[config.mk]
export PLATFORM = sky130hd
export DESIGN_NAME = regfile_write_arbiter_flat
export DESIGN_NICKNAME = d
export VERILOG_FILES = /design/src/rtl/regfile_write_arbiter_pkg.sv /design/src/rtl/regfile_write_arbiter_if.sv /design/src/rtl/regfile_write_arbiter_rr_pick.sv /design/src/rtl/regfile_write_arbiter.sv /design/src/flat_wrapper.sv
export SDC_FILE = /design/constraint.sdc
export NUM_CORES = 1
export LEC_CHECK = 0
export BUFFER_PORTS_ARGS = -buffer_cell sky130_fd_sc_hd__buf_2
export CORE_UTILIZATION = 24
export CTS_BUF_LIST = sky130_fd_sc_hd__clkbuf_4 sky130_fd_sc_hd__clkbuf_8 sky130_fd_sc_hd__clkbuf_16
export CTS_CLUSTER_SIZE = 30
export DETAILED_ROUTE_END_ITERATION = 7
export GPL_TIMING_DRIVEN = 1
export PLACE_DENSITY = 0.47
export SLEW_MARGIN = 20
export SYNTH_ARGS = -nofsm -noshare
export SYNTH_HDL_FRONTEND = slang
export SYNTH_HIERARCHICAL = 1
export SYNTH_SLANG_ARGS = --single-unit
[constraint.sdc]
create_clock -name clk_i -period 4.7 [get_ports clk_i]
set_clock_uncertainty 0.1 [all_clocks]
set_input_delay 0.94 -clock clk_i [delete_from_list [all_inputs] [get_ports clk_i]]
set_output_delay 0.94 -clock clk_i [all_outputs]
set_load 0.005 [all_outputs]
[src/rtl/regfile_write_arbiter_pkg.sv]
// Shared types and defaults for the register-file write-port arbiter.
// Build option: define ARB_LOCK_EN to enable locked multi-register bursts.
package regfile_arb_pkg;

    typedef enum logic [0:0] {
        ARB_IDLE  = 1'b0,
        ARB_BURST = 1'b1
    } arb_state_t;

    localparam int DEFAULT_ADDR_W   = 5;
    localparam int DEFAULT_DATA_W   = 64;
    localparam int DEFAULT_ZERO_REG = 31;

    // Round-robin successor of idx among n requesters.
    function automatic int rr_next(input int idx, input int n);
        if (idx >= n - 1) begin
            return 0;
        end else begin
            return idx + 1;
        end
    endfunction

endpackage

[src/rtl/regfile_write_arbiter_if.sv]
// Requester bundle plus register-file write port of the write arbiter.
// The arbiter uses the slave modport; requesters/observers use master.
interface regfile_write_arbiter_if
    import regfile_arb_pkg::*;
#(
    parameter int NUM_REQ = 4,
    parameter int ADDR_W  = DEFAULT_ADDR_W,
    parameter int DATA_W  = DEFAULT_DATA_W
);
    logic [NUM_REQ-1:0]        req;
    logic [NUM_REQ-1:0]        req_lock;
    logic [NUM_REQ*ADDR_W-1:0] req_addr;
    logic [NUM_REQ*DATA_W-1:0] req_data;
    logic [NUM_REQ-1:0]        gnt;
    logic                      wr_en;
    logic [ADDR_W-1:0]         wr_addr;
    logic [DATA_W-1:0]         wr_data;

    modport master (
        output req, req_lock, req_addr, req_data,
        input  gnt, wr_en, wr_addr, wr_data
    );

    modport slave (
        input  req, req_lock, req_addr, req_data,
        output gnt, wr_en, wr_addr, wr_data
    );
endinterface

[src/rtl/regfile_write_arbiter_rr_pick.sv]
// Rotating priority encoder: first eligible index at or after ptr_i, wrapping.
// Produces a one-hot winner and a valid flag; purely combinational.
module rr_priority_pick #(
    parameter int N     = 4,
    parameter int PTR_W = 2
) (
    input  logic [N-1:0]     eligible_i,
    input  logic [PTR_W-1:0] ptr_i,
    output logic [N-1:0]     winner_o,
    output logic             valid_o
);
    logic [PTR_W-1:0] idx_s;

    // Scan from the pointer position; the first hit wins.
    always_comb begin
        winner_o = '0;
        valid_o  = 1'b0;
        idx_s    = '0;
        for (int k = 0; k < N; k++) begin
            idx_s = PTR_W'((int'(ptr_i) + k) % N);
            if (!valid_o && eligible_i[idx_s]) begin
                winner_o[idx_s] = 1'b1;
                valid_o         = 1'b1;
            end else begin
                valid_o = valid_o;
            end
        end
    end
endmodule

[src/rtl/regfile_write_arbiter.sv]
// Round-robin arbiter sharing the register file's single write port.
// Define ARB_LOCK_EN to allow a requester to hold the port for up to MAX_BURST grants.
module regfile_write_arbiter
    import regfile_arb_pkg::*;
#(
    parameter int NUM_REQ   = 4,
    parameter int ADDR_W    = DEFAULT_ADDR_W,
    parameter int DATA_W    = DEFAULT_DATA_W,
    parameter int ZERO_REG  = DEFAULT_ZERO_REG,
    parameter int MAX_BURST = 4
) (
    input  logic                    clk_i,
    input  logic                    reset_i,
    regfile_write_arbiter_if.slave  bus
);
    localparam int PTR_W = $clog2(NUM_REQ);
    localparam int CNT_W = $clog2(MAX_BURST + 1);
`ifdef ARB_LOCK_EN
    localparam bit LOCK_EN = 1'b1;
`else
    localparam bit LOCK_EN = 1'b0;
`endif

    arb_state_t         state_q, state_d;
    logic [PTR_W-1:0]   ptr_q, ptr_d;
    logic [PTR_W-1:0]   owner_q, owner_d;
    logic [CNT_W-1:0]   cnt_q, cnt_d;
    logic [NUM_REQ-1:0] gnt_q, gnt_d;
    logic               wr_en_q, wr_en_d;
    logic [ADDR_W-1:0]  wr_addr_q, wr_addr_d;
    logic [DATA_W-1:0]  wr_data_q, wr_data_d;

    logic [NUM_REQ-1:0] eligible_s;
    logic [NUM_REQ-1:0] pick_s;
    logic               pick_valid_s;
    logic [PTR_W-1:0]   win_idx_s;
    logic               sel_valid_s;
    logic [PTR_W-1:0]   sel_idx_s;
    logic [ADDR_W-1:0]  sel_addr_s;
    logic [DATA_W-1:0]  sel_data_s;
    logic               sel_lock_s;

    // A requester granted last cycle still shows its held payload; skip it once.
    assign eligible_s = bus.req & ~gnt_q;

    rr_priority_pick #(
        .N     (NUM_REQ),
        .PTR_W (PTR_W)
    ) u_pick (
        .eligible_i (eligible_s),
        .ptr_i      (ptr_q),
        .winner_o   (pick_s),
        .valid_o    (pick_valid_s)
    );

    // Encode the one-hot winner into an index.
    always_comb begin
        win_idx_s = '0;
        for (int i = 0; i < NUM_REQ; i++) begin
            win_idx_s = pick_s[i] ? PTR_W'(i) : win_idx_s;
        end
    end

    // Burst owner bypasses arbitration; otherwise the round-robin winner is served.
    always_comb begin
        if (state_q == ARB_BURST) begin
            sel_valid_s = bus.req[owner_q];
            sel_idx_s   = owner_q;
        end else begin
            sel_valid_s = pick_valid_s;
            sel_idx_s   = win_idx_s;
        end
    end

    assign sel_addr_s = bus.req_addr[int'(sel_idx_s)*ADDR_W +: ADDR_W];
    assign sel_data_s = bus.req_data[int'(sel_idx_s)*DATA_W +: DATA_W];
    assign sel_lock_s = LOCK_EN & bus.req_lock[sel_idx_s];

    // Next grant, write-port payload and burst FSM state.
    always_comb begin
        state_d   = state_q;
        ptr_d     = ptr_q;
        owner_d   = owner_q;
        cnt_d     = cnt_q;
        gnt_d     = '0;
        wr_en_d   = 1'b0;
        wr_addr_d = wr_addr_q;
        wr_data_d = wr_data_q;

        if (sel_valid_s) begin
            gnt_d = NUM_REQ'(1) << sel_idx_s;
            ptr_d = PTR_W'(rr_next(int'(sel_idx_s), NUM_REQ));
            // Writes to the zero register are granted but never reach the file.
            if (sel_addr_s != ADDR_W'(ZERO_REG)) begin
                wr_en_d   = 1'b1;
                wr_addr_d = sel_addr_s;
                wr_data_d = sel_data_s;
            end else begin
                wr_en_d = 1'b0;
            end
        end else begin
            gnt_d = '0;
        end

        case (state_q)
            ARB_IDLE: begin
                if (sel_valid_s && sel_lock_s) begin
                    state_d = ARB_BURST;
                    owner_d = sel_idx_s;
                    cnt_d   = CNT_W'(1);
                end else begin
                    state_d = ARB_IDLE;
                end
            end
            ARB_BURST: begin
                if (sel_valid_s && sel_lock_s && (cnt_q + CNT_W'(1) != CNT_W'(MAX_BURST))) begin
                    cnt_d = cnt_q + CNT_W'(1);
                end else begin
                    state_d = ARB_IDLE;
                    cnt_d   = '0;
                end
            end
            default: begin
                state_d = ARB_IDLE;
                cnt_d   = '0;
            end
        endcase
    end

    // State and registered outputs.
    always_ff @(posedge clk_i) begin
        if (reset_i) begin
            state_q   <= ARB_IDLE;
            ptr_q     <= '0;
            owner_q   <= '0;
            cnt_q     <= '0;
            gnt_q     <= '0;
            wr_en_q   <= 1'b0;
            wr_addr_q <= '0;
            wr_data_q <= '0;
        end else begin
            state_q   <= state_d;
            ptr_q     <= ptr_d;
            owner_q   <= owner_d;
            cnt_q     <= cnt_d;
            gnt_q     <= gnt_d;
            wr_en_q   <= wr_en_d;
            wr_addr_q <= wr_addr_d;
            wr_data_q <= wr_data_d;
        end
    end

    assign bus.gnt     = gnt_q;
    assign bus.wr_en   = wr_en_q;
    assign bus.wr_addr = wr_addr_q;
    assign bus.wr_data = wr_data_q;

endmodule

[src/flat_wrapper.sv]
// flat-port wrapper written by rule: the top's interface ports become plain ports
module regfile_write_arbiter_flat import regfile_arb_pkg::*;
#(
    parameter int NUM_REQ   = 4,
    parameter int ADDR_W    = DEFAULT_ADDR_W,
    parameter int DATA_W    = DEFAULT_DATA_W,
    parameter int ZERO_REG  = DEFAULT_ZERO_REG,
    parameter int MAX_BURST = 4
)
  (clk_i, reset_i, bus_req, bus_req_lock, bus_req_addr, bus_req_data, bus_gnt, bus_wr_en, bus_wr_addr, bus_wr_data);
  regfile_write_arbiter_if #(.NUM_REQ(NUM_REQ), .ADDR_W(ADDR_W), .DATA_W(DATA_W)) bus_i ();
  input  logic clk_i;
  input  logic reset_i;
  input wire logic [$bits(bus_i.req)-1:0] bus_req;
  input wire logic [$bits(bus_i.req_lock)-1:0] bus_req_lock;
  input wire logic [$bits(bus_i.req_addr)-1:0] bus_req_addr;
  input wire logic [$bits(bus_i.req_data)-1:0] bus_req_data;
  output wire logic [$bits(bus_i.gnt)-1:0] bus_gnt;
  output wire logic [$bits(bus_i.wr_en)-1:0] bus_wr_en;
  output wire logic [$bits(bus_i.wr_addr)-1:0] bus_wr_addr;
  output wire logic [$bits(bus_i.wr_data)-1:0] bus_wr_data;
  assign bus_i.req = bus_req;
  assign bus_i.req_lock = bus_req_lock;
  assign bus_i.req_addr = bus_req_addr;
  assign bus_i.req_data = bus_req_data;
  assign bus_gnt = bus_i.gnt;
  assign bus_wr_en = bus_i.wr_en;
  assign bus_wr_addr = bus_i.wr_addr;
  assign bus_wr_data = bus_i.wr_data;
  regfile_write_arbiter #(.NUM_REQ(NUM_REQ), .ADDR_W(ADDR_W), .DATA_W(DATA_W), .ZERO_REG(ZERO_REG), .MAX_BURST(MAX_BURST)) u_core (.clk_i(clk_i), .reset_i(reset_i), .bus(bus_i));
endmodule
== Word level (Yosys, flattened, before mapping) ==
Index checks and enable logic that the tools add are counted.

* Add/sub/neg operators: 4
* Multipliers: 1
* Order comparisons: 9
* Equal/unequal tests: 1
* Shifts and indexed selects: 3
* Multiplexer cells: 29
* Bitwise operators: 6
* Reduce and logical (&&, ||, !) cells: 12

{| class="wikitable"
|+ Operators with widths
! operator !! number
|-
| variable part select 256 x 9 -> 64 bit || 1
|-
| variable part select 20 x 32 -> 5 bit || 1
|-
| 2-to-1 mux 4 bit || 4
|-
| 2-to-1 mux 1 bit || 14
|-
| < comparator 2 x 3 -> 1 bit (second input constant) || 4
|-
| OR 4 bit || 3
|-
| binary-select mux 1 bit (select 2 bit) || 4
|-
| demux 1 bit (select 2 bit) || 4
|-
| greater-or-equal comparator 2 x 1 -> 1 bit (second input constant) || 4
|-
| logical AND 1 bit || 7
|-
| 2-to-1 mux 2 bit || 3
|-
| multiplier 2 x 3 -> 5 bit (second input constant) || 1
|-
| inequality test 5 bit (second input constant) || 1
|-
| adder 2 x 1 -> 2 bit (second input constant) || 2
|-
| adder 2 bit (second input constant) || 2
|-
| bitwise AND 4 bit || 1
|-
| inverter 4 bit || 1
|-
| << shifter 1 x 2 -> 4 bit (first input constant) || 1
|-
| logical NOT 1 bit || 3
|-
| greater-or-equal comparator 2 bit (second input constant) || 1
|-
| AND reduction 2 bit || 1
|-
| OR reduction 2 bit || 1
|-
| inverter 1 bit || 1
|}

* Flip-flop bits (word level): 76
* Input bits: 286
* Output and inout port bits: 74
* Word-level logic and storage cells: 70

== Logic depth before layout (Yosys ltp) ==
Gate-level depths: netlist (run 1).

* Word-level depth: 21
* Mapped depth: 15
* Gate-level depth less buffers: 11

== Hierarchy ==
The synthesis (run 1) kept the hierarchy.

{| class="wikitable"
|+ By module, submodules not included
! module !! times used !! cells an instance !! area an instance (um^2)
|-
| regfile_write_arbiter || 1 || 655 || 5545.3
|-
| rr_priority_pick || 1 || 62 || 494.2
|}

== Worst setup path after synthesis (run 1) ==
No wires, ideal clock.

* Kind: input to register
* Start point: input port bus_req[1]
* End point: register u_core.wr_data_q[10], in the netlist u_core/bus.wr_data[10]
* Arrival: 3.822 ns
* Setup slack: 0.697 ns
* Stages on the path: 13
* Path buffers: 3
* Cells stage by stage: nor2b_1 or3b_1 a2111o_1 nand3_2 o2bb2ai_1 buf_6 mux2_4 a221o_1 and4_4 a21bo_1 buf_6 buf_6 a211oi_2

* Longest elaborated chain between the ends: 20
* Elaborated cells between the ends (all ways): 34
* Classes of those cells: mul: 1; eq/ne: 1; shift: 2; mux: 19; bitwise: 4; reduce/logical: 7

{| class="wikitable"
|+ Ends and longest elaborated chain
! what !! RTL line !! source
|-
| from (decl) || flat_wrapper.sv:14 || <nowiki>input wire logic [$bits(bus_i.req)-1:0] bus_req;</nowiki>
|-
| bitwise AND 4 bit (*) || regfile_write_arbiter.sv:44 || <nowiki>assign eligible_s = bus.req & ~gnt_q;</nowiki>
|-
| binary-select mux 1 bit (select 2 bit) || regfile_write_arbiter_rr_pick.sv:21 || <nowiki>if (!valid_o && eligible_i[idx_s]) begin</nowiki>
|-
| 2-to-1 mux 1 bit (not written as such) || regfile_write_arbiter_rr_pick.sv:21 ||
|-
| 2-to-1 mux 1 bit || regfile_write_arbiter_rr_pick.sv:21 ||
|-
| logical NOT 1 bit || regfile_write_arbiter_rr_pick.sv:21 ||
|-
| logical AND 1 bit || regfile_write_arbiter_rr_pick.sv:21 ||
|-
| 2-to-1 mux 1 bit || regfile_write_arbiter_rr_pick.sv:21 ||
|-
| logical NOT 1 bit || regfile_write_arbiter_rr_pick.sv:21 ||
|-
| [4 not listed] || - ||
|-
| 2-to-1 mux 4 bit (*) || regfile_write_arbiter_rr_pick.sv:21 ||
|-
| named net u_core.pick_s[1] || regfile_write_arbiter.sv:34 || <nowiki>logic [NUM_REQ-1:0] pick_s;</nowiki>
|-
| 2-to-1 mux 1 bit (*) || regfile_write_arbiter.sv:60 || <nowiki>win_idx_s = pick_s[i] ? PTR_W'(i) : win_idx_s;</nowiki>
|-
| 2-to-1 mux 2 bit (*) (2 in series) || regfile_write_arbiter.sv:60 ||
|-
| multiplier 2 x 3 -> 5 bit || regfile_write_arbiter.sv:75 || <nowiki>assign sel_addr_s = bus.req_addr[int'(sel_idx_s)*ADDR_W +: ADDR_W];</nowiki>
|-
| variable part select 20 x 32 -> 5 bit || regfile_write_arbiter.sv:75 ||
|-
| inequality test 5 bit || regfile_write_arbiter.sv:94 || <nowiki>if (sel_addr_s != ADDR_W'(ZERO_REG)) begin</nowiki>
|-
| AND reduction 2 bit (no line) || - ||
|-
| to (signal assigned) || regfile_write_arbiter.sv:149 || <nowiki>wr_data_q <= wr_data_d;</nowiki>
|-
| to (decl) || regfile_write_arbiter.sv:31 || <nowiki>logic [DATA_W-1:0] wr_data_q, wr_data_d;</nowiki>
|}

The timed path passes the listed nets; every way through them passes the cells marked *. The select of a mux whose other input is x is not followed.
A chain may end at the register's enable or synchronous reset.

== Worst setup path after layout (run 1) ==
* Start point: input port bus_req[1]
* End point: register u_core.wr_data_q[40], in the netlist u_core/bus.wr_data[40]

* Elaborated cells between the ends (all ways): 34
* Classes of those cells: mul: 1; eq/ne: 1; shift: 2; mux: 19; bitwise: 4; reduce/logical: 7

{| class="wikitable"
|+ RTL lines
! what !! RTL line !! source
|-
| bitwise AND 4 bit (*) || regfile_write_arbiter.sv:44 ||
|-
| named net u_core.eligible_s[1] || regfile_write_arbiter.sv:33 || <nowiki>logic [NUM_REQ-1:0] eligible_s;</nowiki>
|-
| binary-select mux 1 bit (select 2 bit) || regfile_write_arbiter_rr_pick.sv:21 ||
|-
| 2-to-1 mux 1 bit (not written as such) || regfile_write_arbiter_rr_pick.sv:21 ||
|-
| 2-to-1 mux 1 bit || regfile_write_arbiter_rr_pick.sv:21 ||
|-
| logical NOT 1 bit || regfile_write_arbiter_rr_pick.sv:21 ||
|-
| logical AND 1 bit || regfile_write_arbiter_rr_pick.sv:21 ||
|-
| 2-to-1 mux 1 bit || regfile_write_arbiter_rr_pick.sv:21 ||
|-
| [4 not listed] || - ||
|-
| logical AND 1 bit || regfile_write_arbiter_rr_pick.sv:21 ||
|-
| 2-to-1 mux 4 bit (*) || regfile_write_arbiter_rr_pick.sv:21 ||
|-
| named net u_core.pick_s[2] || regfile_write_arbiter.sv:34 ||
|-
| 2-to-1 mux 2 bit (*) (2 in series) || regfile_write_arbiter.sv:60 ||
|-
| multiplier 2 x 3 -> 5 bit || regfile_write_arbiter.sv:75 ||
|-
| variable part select 20 x 32 -> 5 bit || regfile_write_arbiter.sv:75 ||
|-
| inequality test 5 bit || regfile_write_arbiter.sv:94 ||
|-
| AND reduction 2 bit (no line) || - ||
|}

Marked as above.

==> flow_summary.toml, run 1 <==
[status]
outcome = "complete, no violations"

[synthesis]
synth_area_um2 = 5990
yosysWarnings = 6
syn_inst = 710
post_synth.cell_area_avg_um2 = 8.43
syn_nets = 1002

[sta]
tightest_slew_ps = 777
finalMaxSlewViolations = 0
max_freq_mhz = 243
hold_viol_final = 0
rsz0062_at_grt = "false"
slew_headroom = 0.482
fin_ws_ps = 588
setup_tns_ps = 0
setup_viol = 0
fin_crit_sh = 0.875
period_minus_slack_ps = 4110

[worst_setup_path]
required_ps = 4850
ff2ff_path_depth = 13
end_kind = "register"
rr_endpoint = "u_core/bus.wr_data[40]"
worstPathMaxFanout = 35
path_class = "primary input to register"
rr_startpoint = "u_core/ptr_q[1]"
ff2ff_setup_slack_ps = 880
start_kind = "primary input"
crit_arrival_ps = 4260

[detailed_routing]
wire_per_inst_um = 15.7
drc = 0
route.vias.total = 6231
drt_pass1_iterations = 5
via_per_inst = 4.60
antenna_left = 0
wl_mm = 21.2
drt_iter0_drc = 236

[clock_network]
path_clk_slew_ps = 60
cts_tree = "done"
cts_root_buffer = "clkbuf_16"
cts_setup_buffers = 0
cts_sinks = 76
cts_resized = 0
clockBufferDepth = 2
ctsHoldBuffers = 0
cts-buffers-inserted = 9
clock_latency_ps = 340
cts_max_level = 3

[global_routing]
track_usage = 0.165
grt_max_degree = 73
gr-total-overflow = 0
grt_pass1_wl_mm = 33.6
antenna_found_initial = 2
first_global_vias = 6405

[floorplan]
core_um2 = 24400
die_width_um = 160
num_rows = 57
initial_core_util = 0.245
die-area_um2 = 25600
die_h_um = 160
io_pins = 360

[placement]
dp_hpwl_mm = 16.0
place.gp.congestion = 0.810
pre_cts_ws_ps = 248
port_buffers = 355

[power]
finalPower_mw = 6.79
p_per_area_nw_per_um2 = 807
ir_worst_vdd_uv = 359
power_leakage_nw = 3.97

[finish]
syn_to_final_growth_pct = 40.4
final_cell_mix = "buf_2, dfxtp_1, mux2i_1, inv_1"
layout-drive-gt1-share = 0.487
nets = 1315
layout_commonest_cell = "buf_2"
utilization = 0.345

[worst_hold_path]
hold_start = "u_core/bus.wr_data[37]"
hold_path_class = "register to register"
hold-path-endpoint = "u_core/bus.wr_data[37]"
min_path_cells = 2

[job]
maxCapViolations = 0
==> flip-flops by register name, summed over array words and instances (netlist names) <==
register	flops
u_core/bus.wr_data	64
u_core/bus.wr_addr	5
u_core/bus.gnt	4
u_core/ptr_q	2
u_core/bus.wr_en	1
==> how the worst max path moves through the flow <==
stage          startpoint                endpoint  slack, ps
2_1_floorplan  bus_req[1]  u_core/bus.wr_data[10]        710
3_5_place_dp   bus_req[1]  u_core/bus.wr_data[20]        250
3_3_place_gp   bus_req[1]  u_core/bus.wr_data[20]        310
5_1_grt        bus_req[1]  u_core/bus.wr_data[52]        280
6_report       bus_req[1]  u_core/bus.wr_data[40]        590
4_1_cts        bus_req[1]  u_core/bus.wr_data[40]        600
==> report_power, final <==
part	leakage [nW]	switching, mW	total (mW)	internal (mW)
registers	0.632	0.122	1.04	0.922
logic	3.20	2.81	5.02	2.21
clock network	0.144	0.296	0.721	0.425
total	3.97	3.23	6.79	3.56
==> critical path, cell delays in order <==
cell,delay (ps)
buf_2,70
nor2b_1,440
or3b_1,400
a2111o_1,430
nand3_2,150
o2bb2ai_1,270
nor2b_1,330
a221o_1,230
and4_4,260
buf_4,370
a21oi_1,140
a211oi_1,230
==> per-stage QoR <==
step | hold slack [ps] | area (µm²) | std cells
floorplan | 348 | 5990 | 710
CTS | 354 | 8400 | 1352
finish | 351 | 8410 | 1354
detailed placement | 342 | 8100 | 1336
global route | 370 | 8400 | 1353
global placement | 340 | 8100 | 1336
==> area by class of cell <==
type	instances	area [µm²]
antenna	2	5.00
clock buffer	10	239
clock inverter	6	63.8
fill	2663	16000
inverter	71	269
multi-input combinational	489	3900
sequential	76	1520
tap	324	405
timing repair buffer	376	2000
==> layer usage <==
layer | global-route usage | up-vias | wire [µm]
met2 | 0.304 | 229 | 10600
met3 | 0.0403 | 14 | 1440
li1 | - | 3191 | -
met5 | 0 | - | 0
met4 | 0.0494 | 0 | 286
met1 | 0.187 | 2797 | 8850
(Power assumes the default switching activity.)
==> inputs of run 2 (changes only) <==
CELL_PAD_IN_SITES_DETAIL_PLACEMENT = 1   (was unset)
CELL_PAD_IN_SITES_GLOBAL_PLACEMENT = 2   (was unset)
CTS_BUF_LIST = sky130_fd_sc_hd__clkbuf_4 sky130_fd_sc_hd__clkbuf_8   (was sky130_fd_sc_hd__clkbuf_4 sky130_fd_sc_hd__clkbuf_8 sky130_fd_sc_hd__clkbuf_16)
PLACE_DENSITY = 0.81   (was 0.47)
==> run 2 against run 1 <==
- sequential power barely moved
- non-clock buffer count rose by 2
- sequential share of layout area about the same
- clock power fell by 9.4%
- total power increased by 1.5%
- critical path depth stayed put
- largest cell class unchanged
- largest power group unchanged
- count of clock-buffer cells in the layout is 2 higher
- cell area is 0.16% lower
==> flow_summary.toml, run 2 (synthesis results as in run 1) <==
[detailed_routing]
via_per_inst = 4.75
wire_per_inst_um = 17.0
drc = 0
drt_pass1_iterations = 4
wl_mm = 23.0
drt_iter0_drc = 253
route.vias.total = 6435
antenna_left = 0

[finish]
seq_area_um2 = 1520
syn_to_final_growth_pct = 40.2
fin_area_um2 = 8390
layout-drive-gt1-share = 0.488
largest_reg_flops = 64
multi_input_area_um2 = 3900
final_cell_mix = "buf_2, dfxtp_1, mux2i_1, inv_1"
fillCellCount = 3036
insertedDiodeCount = 0
layout_commonest_cell = "buf_2"
nets = 1317

[placement]
port_buffers = 355
pre_cts_ws_ps = 113
postPlaceCellArea_um2 = 8140
dp_hpwl_mm = 17.8
place.gp.congestion = 0.808

[clock_network]
ctsHoldBuffers = 0
cts_tree = "done"
clock_latency_ps = 360
cts_root_buffer = "clkbuf_8"
cts_sinks = 76
cts-buffers-inserted = 9
cts_resized = 0
clockBufferDepth = 2
path_clk_slew_ps = 90
cts_max_level = 3
cts_setup_buffers = 0

[sta]
hold_viol_final = 0
max_freq_mhz = 232
fin_crit_sh = 0.916
slew_headroom = 0.501
period_minus_slack_ps = 4310
finalMaxSlewViolations = 0
fin_ws_ps = 395
setup_viol = 0
setup_tns_ps = 0
tightest_slew_ps = 749
rsz0062_at_grt = "false"

[worst_setup_path]
crit_path_frequent_cell = "a211oi_1"
required_ps = 4870
path_delay_family = "compound AO/OA/AOI/OAI gates"
path_buf_inv = 2
crit_arrival_ps = 4480
max_stage_delay_ps = 470
path_cells = "buf_2 -> nor2b_1 -> mux2i_1 -> mux2_2 -> a211oi_1 -> o2bb2ai_4 -> mux2_4 -> a221o_1 -> and4_4 -> a21bo_4 -> buf_12 -> a211oi_1"
start_kind = "primary input"
ff2ff_setup_slack_ps = 700
critPathSlowestCell = "nor2b_1"
end_kind = "register"
path_class = "primary input to register"
worstPathMaxFanout = 37

[floorplan]
die_h_um = 160
core_um2 = 24400
num_rows = 57
initial_core_util = 0.245
io_pins = 360
die_width_um = 160
die-area_um2 = 25600

[power]
ir_worst_vdd_uv = 487
finalPower_mw = 6.89
p_per_area_nw_per_um2 = 821
power_leakage_nw = 3.98

[global_routing]
antenna_found_initial = 2
gr-total-overflow = 0
grt_max_degree = 72
grt_pass1_wl_mm = 36.4
first_global_vias = 6754
track_usage = 0.179

[worst_hold_path]
hold_path_class = "register to register"

[job]
maxCapViolations = 0

[status]
outcome = "complete, no violations"
-- run 2: final timing paths --
path                                             start                     end  cells past startpoint
worst min-delay path            u_core/bus.wr_data[46]  u_core/bus.wr_data[46]                      2
worst max-delay path                        bus_req[0]   u_core/bus.wr_data[3]                     12
worst max register to register         u_core/ptr_q[0]   u_core/bus.wr_data[3]                     12
worst min register to register  u_core/bus.wr_data[46]  u_core/bus.wr_data[46]                      2
-- run 2: worst min-delay path: cells and delay by family, from the launching register on --
kind	cells	cell delay, ps
AOI/OAI and AO/OA	1	50
buffers and inverters	1	50
DFF	1	310
-- run 2: power breakdown --
group / internal [mW] / switching, mW
Sequential: 0.921 / 0.121
Combinational: 2.30 / 2.90
Clock: 0.387 / 0.265
-- run 2: cell type report --
type,instances,area share
flip-flops and latches,76,0.181
well taps,324,0.0483
inverters,71,0.0321
clock buffers,12,0.0189
multi-input cells,489,0.465
clock inverters,4,0.0113
repair buffers,378,0.243
-- run 2: through the flow --
step	hold WS, ps	instances	utilization
floorplan	348	710	-
global placement	338	1338	0.334
detailed placement	339	1338	0.334
CTS	355	1354	0.344
global route	375	1354	0.344
finish	354	1354	0.344
-- run 2: metal layers --
layer	up-vias	part of all wire	global-route usage	wire, µm
met4	2	0.017	0.0472	396
met3	26	0.065	0.0460	1490
met5	-	0.00043	0	10
met1	2979	0.40	0.199	9260
li1	3188	-	-	-
met2	240	0.52	0.335	11900
==> inputs of run 3 (changes only) <==
CELL_PAD_IN_SITES_DETAIL_PLACEMENT = 0   (was 1)
==> run 3 against run 2 <==
- cell area down 0.37%
- critical path type unchanged
- highest routed layer is now met4
- register-to-register slack better by 140 ps
- routed wire length down 5.5%
==> flow_summary.toml, run 3 (synthesis results as in run 1) <==
[clock_network]
clockBufferDepth = 2
ctsHoldBuffers = 0
cts_setup_buffers = 0
cts_root_buffer = "clkbuf_8"
cts-buffers-inserted = 9
cts_sinks = 76
cts_max_level = 3
cts_tree = "done"
cts_resized = 0
clock_latency_ps = 360
path_clk_slew_ps = 90

[detailed_routing]
via_per_inst = 4.67
wire_per_inst_um = 16.1
drc = 0
drt_pass1_iterations = 4
wl_mm = 21.7
antenna_left = 0
drt_iter0_drc = 269
route.vias.total = 6318

[power]
power.switching_mw = 3.24
comb_power_share = 0.760
power_frac_clock = 0.086
seqPwrFrac = 0.154
power_leakage_nw = 3.96
p_int_mw = 3.52
p_per_area_nw_per_um2 = 808
ir_worst_vdd_uv = 566
switching_share = 0.479

[floorplan]
die_width_um = 160
io_pins = 360
core_um2 = 24400
num_rows = 57
die_h_um = 160
die-area_um2 = 25600
initial_core_util = 0.245

[global_routing]
grt_max_degree = 72
track_usage = 0.169
gr-total-overflow = 0
antenna_found_initial = 1
first_global_vias = 6411
grt_pass1_wl_mm = 34.2

[sta]
slew_headroom = 0.490
max_freq_mhz = 240
finalMaxSlewViolations = 0
tightest_slew_ps = 764
fin_crit_sh = 0.885
rsz0062_at_grt = "false"
setup_tns_ps = 0
setup_viol = 0
period_minus_slack_ps = 4160
hold_viol_final = 0

[worst_setup_path]
crit_arrival_ps = 4330
critPathSlowestCell = "nor2b_1"
end_kind = "register"
worstPathMaxFanout = 37
path_cells = "buf_2 -> nor2b_1 -> mux2i_1 -> mux2_2 -> a211oi_1 -> o2bb2ai_4 -> mux2_4 -> a221o_1 -> and4_4 -> a21bo_4 -> buf_12 -> a211oi_1"
crit_path_frequent_cell = "a211oi_1"
required_ps = 4870
path_class = "primary input to register"
path_buf_inv = 2
max_stage_delay_ps = 430
start_kind = "primary input"
path_delay_family = "compound AO/OA/AOI/OAI gates"

[placement]
place.gp.congestion = 0.808
port_buffers = 355
dp_hpwl_mm = 16.7

[finish]
largest_reg_flops = 64
fillCellCount = 2699
syn_to_final_growth_pct = 39.6
insertedDiodeCount = 0
layout_commonest_cell = "buf_2"
nets = 1317
final_cell_mix = "buf_2, dfxtp_1, mux2i_1, inv_1"
layout-drive-gt1-share = 0.488
utilization = 0.343

[status]
outcome = "complete, no violations"

[job]
maxCapViolations = 0

[worst_hold_path]
hold_path_class = "register to register"
## run 3: cell types whose count changed in the layout (fill, tap and decap cells not counted)
cell	delta
clkbuf_8	-2
inv_6	+2
bufinv_16	-1
clkbuf_4	-1
clkinv_4	+1
clkinvlp_4	+1
## run 3: final timing paths
check                          from                     end  slack, ps  cells after the start
max                      bus_req[1]   u_core/bus.wr_data[2]        540                     12
min reg2reg  u_core/bus.wr_data[45]  u_core/bus.wr_data[45]        350                      2
min          u_core/bus.wr_data[45]  u_core/bus.wr_data[45]        350                      2
max reg2reg         u_core/ptr_q[0]   u_core/bus.wr_data[2]        840                     12
## run 3: power groups by stage
stage | Clock, mW | Combinational (mW) | Sequential (mW)
3_5_place_dp | 0 | 5.20 | 1.05
6_report | 0.583 | 5.13 | 1.04
2_1_floorplan | 0 | 3.73 | 1.08
3_3_place_gp | 0 | 5.15 | 1.05
4_1_cts | 0.620 | 5.22 | 1.04
5_1_grt | 0.641 | 5.67 | 1.08
## run 3: cell type report
| cell class | instances | area (µm²) | share of cell area |
|---|---|---|---|
| clock inverters | 7 | 98.8 | 0.0118 |
| clock buffers | 9 | 124 | 0.0148 |
| repair buffers | 378 | 2040 | 0.244 |
| well taps | 324 | 405 | 0.0485 |
| multi-input cells | 489 | 3900 | 0.467 |
| inverters | 71 | 269 | 0.0322 |
| flip-flops and latches | 76 | 1520 | 0.182 |
## run 3: metal layers
layer	global-route usage	wire, µm
met3	0.0361	1360
met5	0	0
met2	0.312	11200
met4	0.0472	268
met1	0.195	8920
## run 3: worst reg2reg max path: stages (launching register included)
cell	delay (ps)
dfxtp_1	330
inv_1	90
ha_1	410
mux2i_1	220
mux2_2	360
a211oi_1	400
o2bb2ai_4	230
mux2_4	360
a221o_1	290
and4_4	230
a21bo_4	280
buf_12	190
a211oi_1	280
## run 3: stage by stage
step                setup slack [ps]  cells  instance area, µm²  hold WS [ps]  power (mW)
CTS                              582   1354                8360           357        6.88
global placement                 239   1338                8140           338        6.20
floorplan                        710    710                5990           348        4.81
detailed placement               184   1338                8140           339        6.25
global route                     347   1354                8360           374        7.39
finish                           540   1354                8360           355        6.75
